### config.mk
export PLATFORM = sky130hd
export DESIGN_NAME = hazard_control_unit_flat
export DESIGN_NICKNAME = d
export VERILOG_FILES = /design/src/rtl/hazard_control_if.sv /design/src/rtl/hazard_control_unit.sv /design/src/flat_wrapper.sv
export SDC_FILE = /design/constraint.sdc
export NUM_CORES = 1
export LEC_CHECK = 0
export BUFFER_PORTS_ARGS = -buffer_cell sky130_fd_sc_hd__buf_4
export CAP_MARGIN = 5
export CORE_MARGIN = 2
export CORE_UTILIZATION = 50
export CTS_CLUSTER_DIAMETER = 30
export DETAILED_ROUTE_END_ITERATION = 7
export PLACE_DENSITY = 0.8
export SLEW_MARGIN = 20
export SYNTH_ARGS = -nofsm -noshare
export SYNTH_HDL_FRONTEND = slang
export SYNTH_SLANG_ARGS = --single-unit
### constraint.sdc
create_clock -name clk -period 6.7 [get_ports clk]
set_clock_uncertainty 0.1 [all_clocks]
set_input_delay 1.005 -clock clk [delete_from_list [all_inputs] [get_ports clk]]
set_output_delay 1.005 -clock clk [all_outputs]
set_load 0.1 [all_outputs]
### src/rtl/hazard_control_if.sv
// rtl/hazard_control_if.sv - pipeline-side hazard inputs, stage enables and perf counters
interface hazard_control_if #(
    parameter int CNT_W = 32
);
    logic [4:0]       IFID_RS1;
    logic [4:0]       IFID_RS2;
    logic             IFID_USE_RS1;
    logic             IFID_USE_RS2;
    logic             IFID_BRANCH;
    logic [4:0]       IDEX_RD;
    logic             IDEX_RegWrite;
    logic             IDEX_MemRead;
    logic [4:0]       EXMEM_RD;
    logic             EXMEM_MemRead;
    logic             BRANCH_TAKEN;
    logic             ICACHE_STALL;
    logic             DCACHE_STALL;
    logic             PERF_CLR;
    logic             PC_Write;
    logic             IFID_Write;
    logic             IDEX_Write;
    logic             EXMEM_Write;
    logic             MEMWB_Write;
    logic             IDEX_Bubble;
    logic             IFID_Flush;
    logic [CNT_W-1:0] CNT_DSTALL;
    logic [CNT_W-1:0] CNT_FREEZE_CYC;
    logic [CNT_W-1:0] CNT_FREEZE_EVT;
    logic [CNT_W-1:0] CNT_FLUSH;
    logic             HANG;

    modport master (
        output IFID_RS1, IFID_RS2, IFID_USE_RS1, IFID_USE_RS2, IFID_BRANCH,
               IDEX_RD, IDEX_RegWrite, IDEX_MemRead, EXMEM_RD, EXMEM_MemRead,
               BRANCH_TAKEN, ICACHE_STALL, DCACHE_STALL, PERF_CLR,
        input  PC_Write, IFID_Write, IDEX_Write, EXMEM_Write, MEMWB_Write,
               IDEX_Bubble, IFID_Flush, CNT_DSTALL, CNT_FREEZE_CYC,
               CNT_FREEZE_EVT, CNT_FLUSH, HANG
    );

    modport slave (
        input  IFID_RS1, IFID_RS2, IFID_USE_RS1, IFID_USE_RS2, IFID_BRANCH,
               IDEX_RD, IDEX_RegWrite, IDEX_MemRead, EXMEM_RD, EXMEM_MemRead,
               BRANCH_TAKEN, ICACHE_STALL, DCACHE_STALL, PERF_CLR,
        output PC_Write, IFID_Write, IDEX_Write, EXMEM_Write, MEMWB_Write,
               IDEX_Bubble, IFID_Flush, CNT_DSTALL, CNT_FREEZE_CYC,
               CNT_FREEZE_EVT, CNT_FLUSH, HANG
    );
endinterface

### src/rtl/hazard_control_unit.sv
// rtl/hazard_control_unit.sv - load-use/branch stall, cache freeze, flush control with perf counters and watchdog
module hazard_control_unit #(
    parameter int CNT_W      = 32,
    parameter int WDOG_LIMIT = 1024
) (
    input logic             clk,
    input logic             rst_n,
    hazard_control_if.slave hif
);
    localparam int SW = $clog2(WDOG_LIMIT + 1);
    localparam logic [SW-1:0] STREAK_MAX  = SW'(WDOG_LIMIT);
    localparam logic [SW-1:0] STREAK_LAST = SW'(WDOG_LIMIT - 1);

    typedef enum logic {RUN, FRZ} state_t;

    state_t           state;
    logic [CNT_W-1:0] cnt_dstall;
    logic [CNT_W-1:0] cnt_freeze_cyc;
    logic [CNT_W-1:0] cnt_freeze_evt;
    logic [CNT_W-1:0] cnt_flush;
    logic [SW-1:0]    streak;
    logic             hang;

    logic load_use;
    logic br_ex;
    logic br_mem;
    logic dstall;
    logic freeze_req;

    function automatic logic src_match(input logic [4:0] rd, input logic [4:0] rs1,
                                       input logic [4:0] rs2, input logic use1,
                                       input logic use2);
        return (rd != 5'd0) && ((use1 && rd == rs1) || (use2 && rd == rs2));
    endfunction

    function automatic logic [CNT_W-1:0] sat_inc(input logic [CNT_W-1:0] v);
        return (&v) ? v : v + {{(CNT_W-1){1'b0}}, 1'b1};
    endfunction

    // ID-stage branch compare only sees EXMEM/MEMWB forwarding, so an EX producer must stall it.
    always_comb begin
        load_use   = hif.IDEX_MemRead &&
                     src_match(hif.IDEX_RD, hif.IFID_RS1, hif.IFID_RS2, hif.IFID_USE_RS1, hif.IFID_USE_RS2);
        br_ex      = hif.IFID_BRANCH && hif.IDEX_RegWrite &&
                     src_match(hif.IDEX_RD, hif.IFID_RS1, hif.IFID_RS2, hif.IFID_USE_RS1, hif.IFID_USE_RS2);
        br_mem     = hif.IFID_BRANCH && hif.EXMEM_MemRead &&
                     src_match(hif.EXMEM_RD, hif.IFID_RS1, hif.IFID_RS2, hif.IFID_USE_RS1, hif.IFID_USE_RS2);
        dstall     = load_use || br_ex || br_mem;
        freeze_req = hif.ICACHE_STALL || hif.DCACHE_STALL;
    end

    always_comb begin
        hif.PC_Write    = 1'b1;
        hif.IFID_Write  = 1'b1;
        hif.IDEX_Write  = 1'b1;
        hif.EXMEM_Write = 1'b1;
        hif.MEMWB_Write = 1'b1;
        hif.IDEX_Bubble = 1'b0;
        hif.IFID_Flush  = 1'b0;
        if (freeze_req) begin
            hif.PC_Write    = 1'b0;
            hif.IFID_Write  = 1'b0;
            hif.IDEX_Write  = 1'b0;
            hif.EXMEM_Write = 1'b0;
            hif.MEMWB_Write = 1'b0;
        end else if (dstall) begin
            // A taken branch with stale operands is not trusted; it re-resolves after the stall.
            hif.PC_Write    = 1'b0;
            hif.IFID_Write  = 1'b0;
            hif.IDEX_Bubble = 1'b1;
        end else if (hif.BRANCH_TAKEN) begin
            hif.IFID_Flush  = 1'b1;
        end
    end

    always_ff @(posedge clk or negedge rst_n) begin
        if (!rst_n) begin
            state          <= RUN;
            cnt_dstall     <= '0;
            cnt_freeze_cyc <= '0;
            cnt_freeze_evt <= '0;
            cnt_flush      <= '0;
            streak         <= '0;
            hang           <= 1'b0;
        end else begin
            case (state)
                RUN: if (freeze_req) state <= FRZ;
                FRZ: if (!freeze_req) state <= RUN;
                default: state <= RUN;
            endcase
            if (hif.PERF_CLR) begin
                cnt_dstall     <= '0;
                cnt_freeze_cyc <= '0;
                cnt_freeze_evt <= '0;
                cnt_flush      <= '0;
                streak         <= '0;
                hang           <= 1'b0;
            end else begin
                if (dstall && !freeze_req) cnt_dstall <= sat_inc(cnt_dstall);
                if (freeze_req) cnt_freeze_cyc <= sat_inc(cnt_freeze_cyc);
                if (state == RUN && freeze_req) cnt_freeze_evt <= sat_inc(cnt_freeze_evt);
                if (hif.IFID_Flush) cnt_flush <= sat_inc(cnt_flush);
                if (hif.PC_Write) begin
                    streak <= '0;
                end else begin
                    if (streak != STREAK_MAX) streak <= streak + 1'b1;
                    if (streak >= STREAK_LAST) hang <= 1'b1;
                end
            end
        end
    end

    assign hif.CNT_DSTALL     = cnt_dstall;
    assign hif.CNT_FREEZE_CYC = cnt_freeze_cyc;
    assign hif.CNT_FREEZE_EVT = cnt_freeze_evt;
    assign hif.CNT_FLUSH      = cnt_flush;
    assign hif.HANG           = hang;
endmodule

### src/flat_wrapper.sv
// flat-port wrapper written by rule: the top's interface ports become plain ports
module hazard_control_unit_flat 
#(
    parameter int CNT_W      = 32,
    parameter int WDOG_LIMIT = 1024
)
  (clk, rst_n, hif_IFID_RS1, hif_IFID_RS2, hif_IFID_USE_RS1, hif_IFID_USE_RS2, hif_IFID_BRANCH, hif_IDEX_RD, hif_IDEX_RegWrite, hif_IDEX_MemRead, hif_EXMEM_RD, hif_EXMEM_MemRead, hif_BRANCH_TAKEN, hif_ICACHE_STALL, hif_DCACHE_STALL, hif_PERF_CLR, hif_PC_Write, hif_IFID_Write, hif_IDEX_Write, hif_EXMEM_Write, hif_MEMWB_Write, hif_IDEX_Bubble, hif_IFID_Flush, hif_CNT_DSTALL, hif_CNT_FREEZE_CYC, hif_CNT_FREEZE_EVT, hif_CNT_FLUSH, hif_HANG);
  hazard_control_if #(.CNT_W(CNT_W)) hif_i ();
  input logic clk;
  input logic rst_n;
  input wire logic [$bits(hif_i.IFID_RS1)-1:0] hif_IFID_RS1;
  input wire logic [$bits(hif_i.IFID_RS2)-1:0] hif_IFID_RS2;
  input wire logic [$bits(hif_i.IFID_USE_RS1)-1:0] hif_IFID_USE_RS1;
  input wire logic [$bits(hif_i.IFID_USE_RS2)-1:0] hif_IFID_USE_RS2;
  input wire logic [$bits(hif_i.IFID_BRANCH)-1:0] hif_IFID_BRANCH;
  input wire logic [$bits(hif_i.IDEX_RD)-1:0] hif_IDEX_RD;
  input wire logic [$bits(hif_i.IDEX_RegWrite)-1:0] hif_IDEX_RegWrite;
  input wire logic [$bits(hif_i.IDEX_MemRead)-1:0] hif_IDEX_MemRead;
  input wire logic [$bits(hif_i.EXMEM_RD)-1:0] hif_EXMEM_RD;
  input wire logic [$bits(hif_i.EXMEM_MemRead)-1:0] hif_EXMEM_MemRead;
  input wire logic [$bits(hif_i.BRANCH_TAKEN)-1:0] hif_BRANCH_TAKEN;
  input wire logic [$bits(hif_i.ICACHE_STALL)-1:0] hif_ICACHE_STALL;
  input wire logic [$bits(hif_i.DCACHE_STALL)-1:0] hif_DCACHE_STALL;
  input wire logic [$bits(hif_i.PERF_CLR)-1:0] hif_PERF_CLR;
  output wire logic [$bits(hif_i.PC_Write)-1:0] hif_PC_Write;
  output wire logic [$bits(hif_i.IFID_Write)-1:0] hif_IFID_Write;
  output wire logic [$bits(hif_i.IDEX_Write)-1:0] hif_IDEX_Write;
  output wire logic [$bits(hif_i.EXMEM_Write)-1:0] hif_EXMEM_Write;
  output wire logic [$bits(hif_i.MEMWB_Write)-1:0] hif_MEMWB_Write;
  output wire logic [$bits(hif_i.IDEX_Bubble)-1:0] hif_IDEX_Bubble;
  output wire logic [$bits(hif_i.IFID_Flush)-1:0] hif_IFID_Flush;
  output wire logic [$bits(hif_i.CNT_DSTALL)-1:0] hif_CNT_DSTALL;
  output wire logic [$bits(hif_i.CNT_FREEZE_CYC)-1:0] hif_CNT_FREEZE_CYC;
  output wire logic [$bits(hif_i.CNT_FREEZE_EVT)-1:0] hif_CNT_FREEZE_EVT;
  output wire logic [$bits(hif_i.CNT_FLUSH)-1:0] hif_CNT_FLUSH;
  output wire logic [$bits(hif_i.HANG)-1:0] hif_HANG;
  assign hif_i.IFID_RS1 = hif_IFID_RS1;
  assign hif_i.IFID_RS2 = hif_IFID_RS2;
  assign hif_i.IFID_USE_RS1 = hif_IFID_USE_RS1;
  assign hif_i.IFID_USE_RS2 = hif_IFID_USE_RS2;
  assign hif_i.IFID_BRANCH = hif_IFID_BRANCH;
  assign hif_i.IDEX_RD = hif_IDEX_RD;
  assign hif_i.IDEX_RegWrite = hif_IDEX_RegWrite;
  assign hif_i.IDEX_MemRead = hif_IDEX_MemRead;
  assign hif_i.EXMEM_RD = hif_EXMEM_RD;
  assign hif_i.EXMEM_MemRead = hif_EXMEM_MemRead;
  assign hif_i.BRANCH_TAKEN = hif_BRANCH_TAKEN;
  assign hif_i.ICACHE_STALL = hif_ICACHE_STALL;
  assign hif_i.DCACHE_STALL = hif_DCACHE_STALL;
  assign hif_i.PERF_CLR = hif_PERF_CLR;
  assign hif_PC_Write = hif_i.PC_Write;
  assign hif_IFID_Write = hif_i.IFID_Write;
  assign hif_IDEX_Write = hif_i.IDEX_Write;
  assign hif_EXMEM_Write = hif_i.EXMEM_Write;
  assign hif_MEMWB_Write = hif_i.MEMWB_Write;
  assign hif_IDEX_Bubble = hif_i.IDEX_Bubble;
  assign hif_IFID_Flush = hif_i.IFID_Flush;
  assign hif_CNT_DSTALL = hif_i.CNT_DSTALL;
  assign hif_CNT_FREEZE_CYC = hif_i.CNT_FREEZE_CYC;
  assign hif_CNT_FREEZE_EVT = hif_i.CNT_FREEZE_EVT;
  assign hif_CNT_FLUSH = hif_i.CNT_FLUSH;
  assign hif_HANG = hif_i.HANG;
  hazard_control_unit #(.CNT_W(CNT_W), .WDOG_LIMIT(WDOG_LIMIT)) u_core (.clk(clk), .rst_n(rst_n), .hif(hif_i));
endmodule
==> flow_metrics.env, run 1 <==
export IMPL_area_growth_pct=25.07
export IMPL_grt_max_degree=82
export IMPL_crit_path_frequent_cell="buf_4"
export IMPL_crit_path_end_kind="output pin"
export IMPL_avgSynthCellArea_um2=9.234
export IMPL_tightest_slew_ns=0.8535
export IMPL_postCtsSetupRepairBufs=0
export IMPL_antenna_found_initial=0
export IMPL_async_flop_share_pct=100.0
export IMPL_max_freq_ghz=0.2525
export IMPL_placedInstanceArea_um2=9099
export IMPL_yosysSeqAreaShare_pct=45.49
export IMPL_netlist_instances=840
export IMPL_final_cell_count_no_fill=1199
export IMPL_clock_path_buffers=2
export IMPL_drt_total_wl_um=18530
export IMPL_clk_latency_ns=0.42
export IMPL_finalMaxSlewViolations=0
export IMPL_drtPass1Iterations=4
export IMPL_die_area_um2=16530
export IMPL_routabilityCongestion=0.8240
export IMPL_via_count=6658
export IMPL_synthesis_nets=878
export IMPL_grt_usage_pct=22.59
export IMPL_tns_ns=0
export IMPL_start_util_pct=51.02
export IMPL_crit_chain="buf_4 > or3_1 > o311a_1 > a221oi_2 > buf_4 > and2_1 > buf_4"
export IMPL_postCtsHoldBufs=0
export IMPL_path_max_fanout=21
export IMPL_synth_area_leaders="dfrtp_1, xnor2_1, nor2_1"
export IMPL_ios=168
export IMPL_hp_class="in2async"
export IMPL_ys_types=57
export IMPL_routedWlPerCell_um=15.46
export IMPL_dpl_hpwl_um=12770
export IMPL_crit_arrival_ns=2.85
export IMPL_status="complete, no violations"
export IMPL_synth_ff_type="dfrtp_1"
export IMPL_grt_first_pass_wirelength_um=30250
export IMPL_cts_buffers=17
export IMPL_coreArea_um2=15200
export IMPL_drc=0
export IMPL_via_per_inst=5.553
export IMPL_setup_viol=0
export IMPL_port_buffers=167
export IMPL_die_x_um=128.6
export IMPL_drt_initial_drc_count=604
export IMPL_fillers=1322
export IMPL_leakage_nw=4.284
export IMPL_fin_crit_sh_pct=59.10
export IMPL_syn_area_um2=7756
export IMPL_hold_viol=0
export IMPL_drive_above_1_share_pct=22.65
export IMPL_place_inst=1168
export IMPL_htree_levels=4
export IMPL_slew_headroom_pct=42.79
export IMPL_layout_nets=1037
export IMPL_ant_nets=0
export IMPL_cts_root_buffer="clkbuf_16"
export IMPL_peakVddDrop_mv=0.1522
export IMPL_slowest_stage="or3_1"
export IMPL_first_global_vias=6373
export IMPL_synth_top_cell_area_share_pct=45.49
export IMPL_cp_start_kind="primary input"
export IMPL_max_stage_delay_ns=0.36
export IMPL_grt_setup_unrepaired="no"
export IMPL_period_minus_slack_ns=3.960
export IMPL_n_antenna_cell=0
export IMPL_synth_seq_cells=141
export IMPL_clock_sinks=141
export IMPL_yosys_warnings=0
export IMPL_worstPathRequired_ns=5.59
export IMPL_die_h_um=128.6
export IMPL_yosysTopAreaCell="dfrtp_1"
export IMPL_crit_type="in2out"
export IMPL_postCtsResizedCells=0
export IMPL_drv_cap=0
export IMPL_path_clk_slew_ns=0.06
export IMPL_cts_tree="built"
export IMPL_synth_edf_count=0
export IMPL_fin_area_um2=9701
export IMPL_grt_ovfl_total=0
export IMPL_powerDensity_nw_per_um2=201.7
export IMPL_rows=45
==> layout by cell type (no fill, tap or decap), types with 3 or more instances in the layout <==
cell,Yosys,final
o21ai_0,13,13
inv_1,25,25
clkbuf_16,0,17
nand3_1,47,47
a31o_2,4,4
nor4_1,8,8
a21oi_1,26,26
ha_1,6,6
clkinvlp_4,0,4
nor2_1,154,154
mux2i_1,4,4
mux2_2,5,5
nand2_1,55,55
xor2_1,56,56
and3_1,23,23
nor4b_1,3,3
or3_1,14,14
buf_4,5,169
and2_1,11,11
clkinv_2,0,5
a31oi_1,3,3
dfrtp_1,141,141
and4_1,14,14
xnor2_1,68,68
bufinv_16,0,3
o31ai_1,3,3
nand4_1,54,54
nor2b_1,9,9
or2_2,4,4
nor3_1,26,26
==> sequential cells by signal (all words and copies together), names as in the netlist <==
name / flops
u_core.state: 1
u_core.hif.CNT_FLUSH: 32
u_core.hif.CNT_FREEZE_CYC: 32
u_core.hif.CNT_DSTALL: 32
u_core.streak: 11
u_core.hif.HANG: 1
u_core.hif.CNT_FREEZE_EVT: 32
==> worst paths after layout <==
kind	endpoint	from	slack (ns)	depth (start not counted)
worst max-delay path	hif_IFID_Flush	hif_EXMEM_RD[1]	2.74	7
worst min-delay path	u_core.hif.CNT_DSTALL[19]$_DFFE_PN0P_	rst_n	0.45	1
worst max register to register	u_core.hif.CNT_DSTALL[11]$_DFFE_PN0P_	u_core.hif.CNT_DSTALL[0]$_DFFE_PN0P_	3.87	8
worst min register to register	u_core.hif.HANG$_DFFE_PN0P_	u_core.hif.HANG$_DFFE_PN0P_	0.45	2
max in group asynchronous	u_core.hif.CNT_FREEZE_EVT[10]$_DFFE_PN0P_	rst_n	4.91	2
min in group clk	u_core.hif.HANG$_DFFE_PN0P_	u_core.hif.HANG$_DFFE_PN0P_	0.45	2
==> routing by layer <==
metal / global-route usage (%) / wire length (um) / up-vias
met3: 5.073 / 984 / 15
met2: 38.86 / 9070 / 177
met5: 0 / 0 / -
met1: 28.49 / 8292 / 3240
met4: 7.225 / 184 / 0
li1: - / - / 3226
==> cells in the mapped netlist (all sizes together) (2+ instances only) <==
cell,number
inv,25
xor2,56
xnor2,68
a21o,2
o22ai,2
nand2,55
and2,11
clkbuf,19
and4,14
a31o,4
nand4,55
and3,23
a21oi,26
a31oi,3
dfrtp,141
nor3,27
nor2b,9
o21ai,13
ha,6
mux2,7
or2,4
buf,12
nand3,50
nand2b,2
or3,14
mux2i,4
o31ai,3
nor2,154
nor4,10
nand3b,2
or4,2
nor4b,4
==> through the flow <==
| stage | hold slack [ns] | util, % | power (W) | setup WS, ns |
|---|---|---|---|---|
| final | 0.4465 | 63.81 | 0.001956 | 2.740 |
| after floorplan | 0.4194 | - | 0.0009674 | 2.103 |
| after detailed placement | 0.4446 | 59.85 | 0.001022 | 2.726 |
| after global placement | 0.4313 | 59.85 | 0.001020 | 2.718 |
| after CTS | 0.4576 | 63.79 | 0.001976 | 2.720 |
| after global routing | 0.4750 | 63.81 | 0.002025 | 2.639 |
==> power by group <==
part	total, W	internal [W]	switching, W	leakage (nW)
clock	0.000951	0.000599	0.000352	0.286
combinational	0.000143	0.0000392	0.000103	2.04
sequential	0.000863	0.000856	0.00000662	1.96
total	0.00196	0.00149	0.000462	4.28
==> cells by family (layout without fill, tap and decap cells) <==
logic type                 count (synthesis)  count (layout)  synth area share, %
AOI/OAI and AO/OA                         64              64                5.549
xor gates and xnor gates                 124             124                14.00
adders and majority gates                  6               6               0.9679
buffers and inverters                     56             227                3.533
DFF                                      141             141                45.49
muxes                                     11              11                1.532
and+or+nand+nor                          438             438                28.92
==> worst max-delay path, delay by kind of cell <==
family	cells	cell delay, ns
AND/OR/NAND/NOR	2	0.53
AO/OA/AOI/OAI	2	0.59
buffers and inverters	3	0.72
==> cell type report <==
type	count	area, um2	share of cell area (%)
clock inverters	12	145.1	1.496
repair buffers	171	1291	13.31
multi-input cells	643	3954	40.76
inverters	25	93.84	0.9674
well taps	188	235.2	2.425
flip-flops and latches	141	3528	36.37
clock buffers	19	452.9	4.669
(Power assumes the default switching activity.)
==> run 2: changes to the inputs <==
--- a/config.mk
+++ b/config.mk
@@ -5,13 +5,14 @@
 export SDC_FILE = /design/constraint.sdc
 export NUM_CORES = 1
 export LEC_CHECK = 0
+export ABC_AREA = 1
 export BUFFER_PORTS_ARGS = -buffer_cell sky130_fd_sc_hd__buf_4
 export CAP_MARGIN = 5
 export CORE_MARGIN = 2
 export CORE_UTILIZATION = 50
 export CTS_CLUSTER_DIAMETER = 30
 export DETAILED_ROUTE_END_ITERATION = 7
-export PLACE_DENSITY = 0.8
+export PLACE_DENSITY = 0.81
 export SLEW_MARGIN = 20
 export SYNTH_ARGS = -nofsm -noshare
 export SYNTH_HDL_FRONTEND = slang
==> constraint.sdc (replaced) <==
create_clock -name clk -period 3.6 [get_ports clk]
set_clock_uncertainty 0.1 [all_clocks]
set_input_delay 0.54 -clock clk [delete_from_list [all_inputs] [get_ports clk]]
set_output_delay 0.54 -clock clk [all_outputs]
set_load 0.1 [all_outputs]
==> flow_metrics.env, run 2 <==
export IMPL_synth_seq_cells=141
export IMPL_path_max_fanout=35
export IMPL_ios=168
export IMPL_async_flop_share_pct=100.0
export IMPL_rows=51
export IMPL_netlist_instances=1470
export IMPL_setup_viol=0
export IMPL_syn_area_um2=9789
export IMPL_clock_sinks=141
export IMPL_peakVddDrop_mv=0.3425
export IMPL_postCtsHoldBufs=0
export IMPL_layout_commonest_cell="nand2_1"
export IMPL_tightest_slew_ns=0.8939
export IMPL_port_buffers=167
export IMPL_grt_ovfl_total=0
export IMPL_routedWlPerCell_um=14.69
export IMPL_yosys_warnings=0
export IMPL_drtPass1Iterations=5
export IMPL_placedInstanceArea_um2=11180
export IMPL_antenna_found_initial=0
export IMPL_hp_class="in2async"
export IMPL_clk_latency_ns=0.43
export IMPL_synth_top_cell_area_share_pct=36.04
export IMPL_crit_type="reg2reg"
export IMPL_synth_area_leaders="dfrtp_1, nand2_1, nor2_1"
export IMPL_crit_arrival_ns=2.75
export IMPL_drt_initial_drc_count=644
export IMPL_crit_path_end_kind="flop"
export IMPL_fin_crit_sh_pct=70.75
export IMPL_area_growth_pct=20.10
export IMPL_status="complete, no violations"
export IMPL_synth_most_common_cell="nand2_1"
export IMPL_drt_total_wl_um=27800
export IMPL_fin_area_um2=11760
export IMPL_crit_path_frequent_cell="inv_2"
export IMPL_die_area_um2=20710
export IMPL_period_minus_slack_ns=2.547
export IMPL_powerDensity_nw_per_um2=328.2
export IMPL_avgSynthCellArea_um2=6.659
export IMPL_grt_usage_pct=27.02
export IMPL_cts_buffers=17
export IMPL_grt_max_degree=83
export IMPL_routabilityCongestion=0.9568
export IMPL_worstPathRequired_ns=3.80
export IMPL_postCtsSetupRepairBufs=0
export IMPL_ys_types=35
export IMPL_drc=0
export IMPL_ant_nets=0
export IMPL_first_global_vias=9322
export IMPL_finalMaxSlewViolations=0
export IMPL_drv_cap=0
export IMPL_crit_chain="ha_1 > nand3_2 > inv_2 > nand2_1 > nor2_1 > nand3_1 > nand2_2 > inv_2 > nand4_1 > o21ai_1"
export IMPL_slowest_stage="nand2_2"
export IMPL_layout_nets=1653
export IMPL_tns_ns=0
export IMPL_final_cell_count_no_fill=1892
export IMPL_dpl_hpwl_um=20180
export IMPL_postCtsResizedCells=0
export IMPL_yosysTopAreaCell="dfrtp_1"
export IMPL_path_clk_slew_ns=0.06
export IMPL_yosys_top_cells_count="nand2_1, nor2_1, nand3_1, dfrtp_1, inv_1"
export IMPL_synth_edf_count=0
export IMPL_hold_viol=0
export IMPL_clock_path_buffers=2
export IMPL_synth_ff_type="dfrtp_1"
export IMPL_slew_headroom_pct=40.41
export IMPL_htree_levels=4
export IMPL_cts_tree="built"
export IMPL_place_inst=1861
export IMPL_fillers=1835
export IMPL_coreArea_um2=19330
export IMPL_yosysSeqAreaShare_pct=36.04
export IMPL_die_h_um=143.9
export IMPL_n_antenna_cell=0
export IMPL_leakage_nw=5.253
export IMPL_via_per_inst=5.421
export IMPL_layout_common_cells="nand2_1, nor2_1, buf_4, nand3_1, dfrtp_1"
export IMPL_grt_setup_unrepaired="no"
export IMPL_synthesis_nets=1508
export IMPL_die_x_um=143.9
export IMPL_grt_first_pass_wirelength_um=45070
export IMPL_drive_above_1_share_pct=15.00
export IMPL_max_stage_delay_ns=0.47
export IMPL_start_util_pct=50.63
export IMPL_final_core_util_pct=60.81
export IMPL_cts_root_buffer="clkbuf_16"
export IMPL_via_count=10260
export IMPL_max_freq_ghz=0.3926
export IMPL_cp_start_kind="flop"
-- run 2: cell families (layout without fill, tap and decap cells) --
family,Yosys count,count (layout),share of synthesized area [%]
xor gates and xnor gates,77,77,6.889
buffers and inverters,179,336,7.988
and+or+nand+nor,972,972,43.00
AOI/OAI and AO/OA,95,95,5.317
adders and majority gates,6,6,0.7669
DFF,141,141,36.04
-- run 2: power by group --
| part | internal (W) | switching, W | total (W) | leakage (nW) |
|---|---|---|---|---|
| Sequential | 0.00161 | 0.0000336 | 0.00164 | 1.96 |
| Clock | 0.00108 | 0.000684 | 0.00176 | 0.282 |
| Combinational | 0.000101 | 0.000355 | 0.000456 | 3.01 |
-- run 2: final cells by class --
cell class,count,area [um2],area share [%]
timing repair buffer,177,1345,11.44
inverter,128,481.7,4.097
clock buffer,19,432.9,3.682
multi-input combinational,1150,5490,46.70
tap,265,331.6,2.820
clock inverter,12,147.6,1.256
sequential,141,3528,30.01
-- run 2: through the flow --
| step | setup slack (ns) | hold slack, ns | power, W |
|---|---|---|---|
| 2_1_floorplan | 0.1786 | 0.1444 | 0.001983 |
| 3_3_place_gp | 1.081 | 0.3757 | 0.002117 |
| 3_5_place_dp | 1.013 | 0.3934 | 0.002124 |
| 4_1_cts | 1.086 | 0.08362 | 0.003887 |
| 5_1_grt | 0.7919 | 0.1093 | 0.003996 |
| 6_report | 1.053 | 0.03999 | 0.003859 |
-- run 2: final timing paths --
kind | from | end | slack [ns] | depth (start not counted)
max | u_core.hif.CNT_FREEZE_CYC[1]$_DFFE_PN0P_ | u_core.hif.CNT_FREEZE_CYC[31]$_DFFE_PN0P_ | 1.05 | 10
min | rst_n | u_core.hif.CNT_FREEZE_CYC[10]$_DFFE_PN0P_ | 0.04 | 1
max reg2reg | u_core.hif.CNT_FREEZE_CYC[1]$_DFFE_PN0P_ | u_core.hif.CNT_FREEZE_CYC[31]$_DFFE_PN0P_ | 1.05 | 10
min reg2reg | u_core.hif.HANG$_DFFE_PN0P_ | u_core.hif.HANG$_DFFE_PN0P_ | 0.41 | 2
max in group asynchronous | rst_n | u_core.hif.CNT_FLUSH[16]$_DFFE_PN0P_ | 2.56 | 2
min in group clk | u_core.hif.HANG$_DFFE_PN0P_ | u_core.hif.HANG$_DFFE_PN0P_ | 0.41 | 2
-- run 2: routing by layer --
| metal | share of wire [%] | GRT usage, % | up-vias | routed length (um) |
|---|---|---|---|---|
| met5 | 0 | 0 | - | 0 |
| met1 | 43 | 36.17 | 4732 | 11980 |
| met3 | 7.2 | 5.065 | 62 | 1991 |
| met2 | 48 | 43.98 | 413 | 13210 |
| met4 | 2.2 | 9.288 | 0 | 622 |
| li1 | - | - | 5050 | - |
-- run 2: worst max-delay path, delay by kind of cell, from the launching register on --
family / cells / cell delay [ns]
AOI/OAI and AO/OA: 1 / 0.07
adders and majority gates: 1 / 0.25
buffers and inverters: 2 / 0.41
DFF: 1 / 0.42
and+or+nand+nor: 6 / 1.14
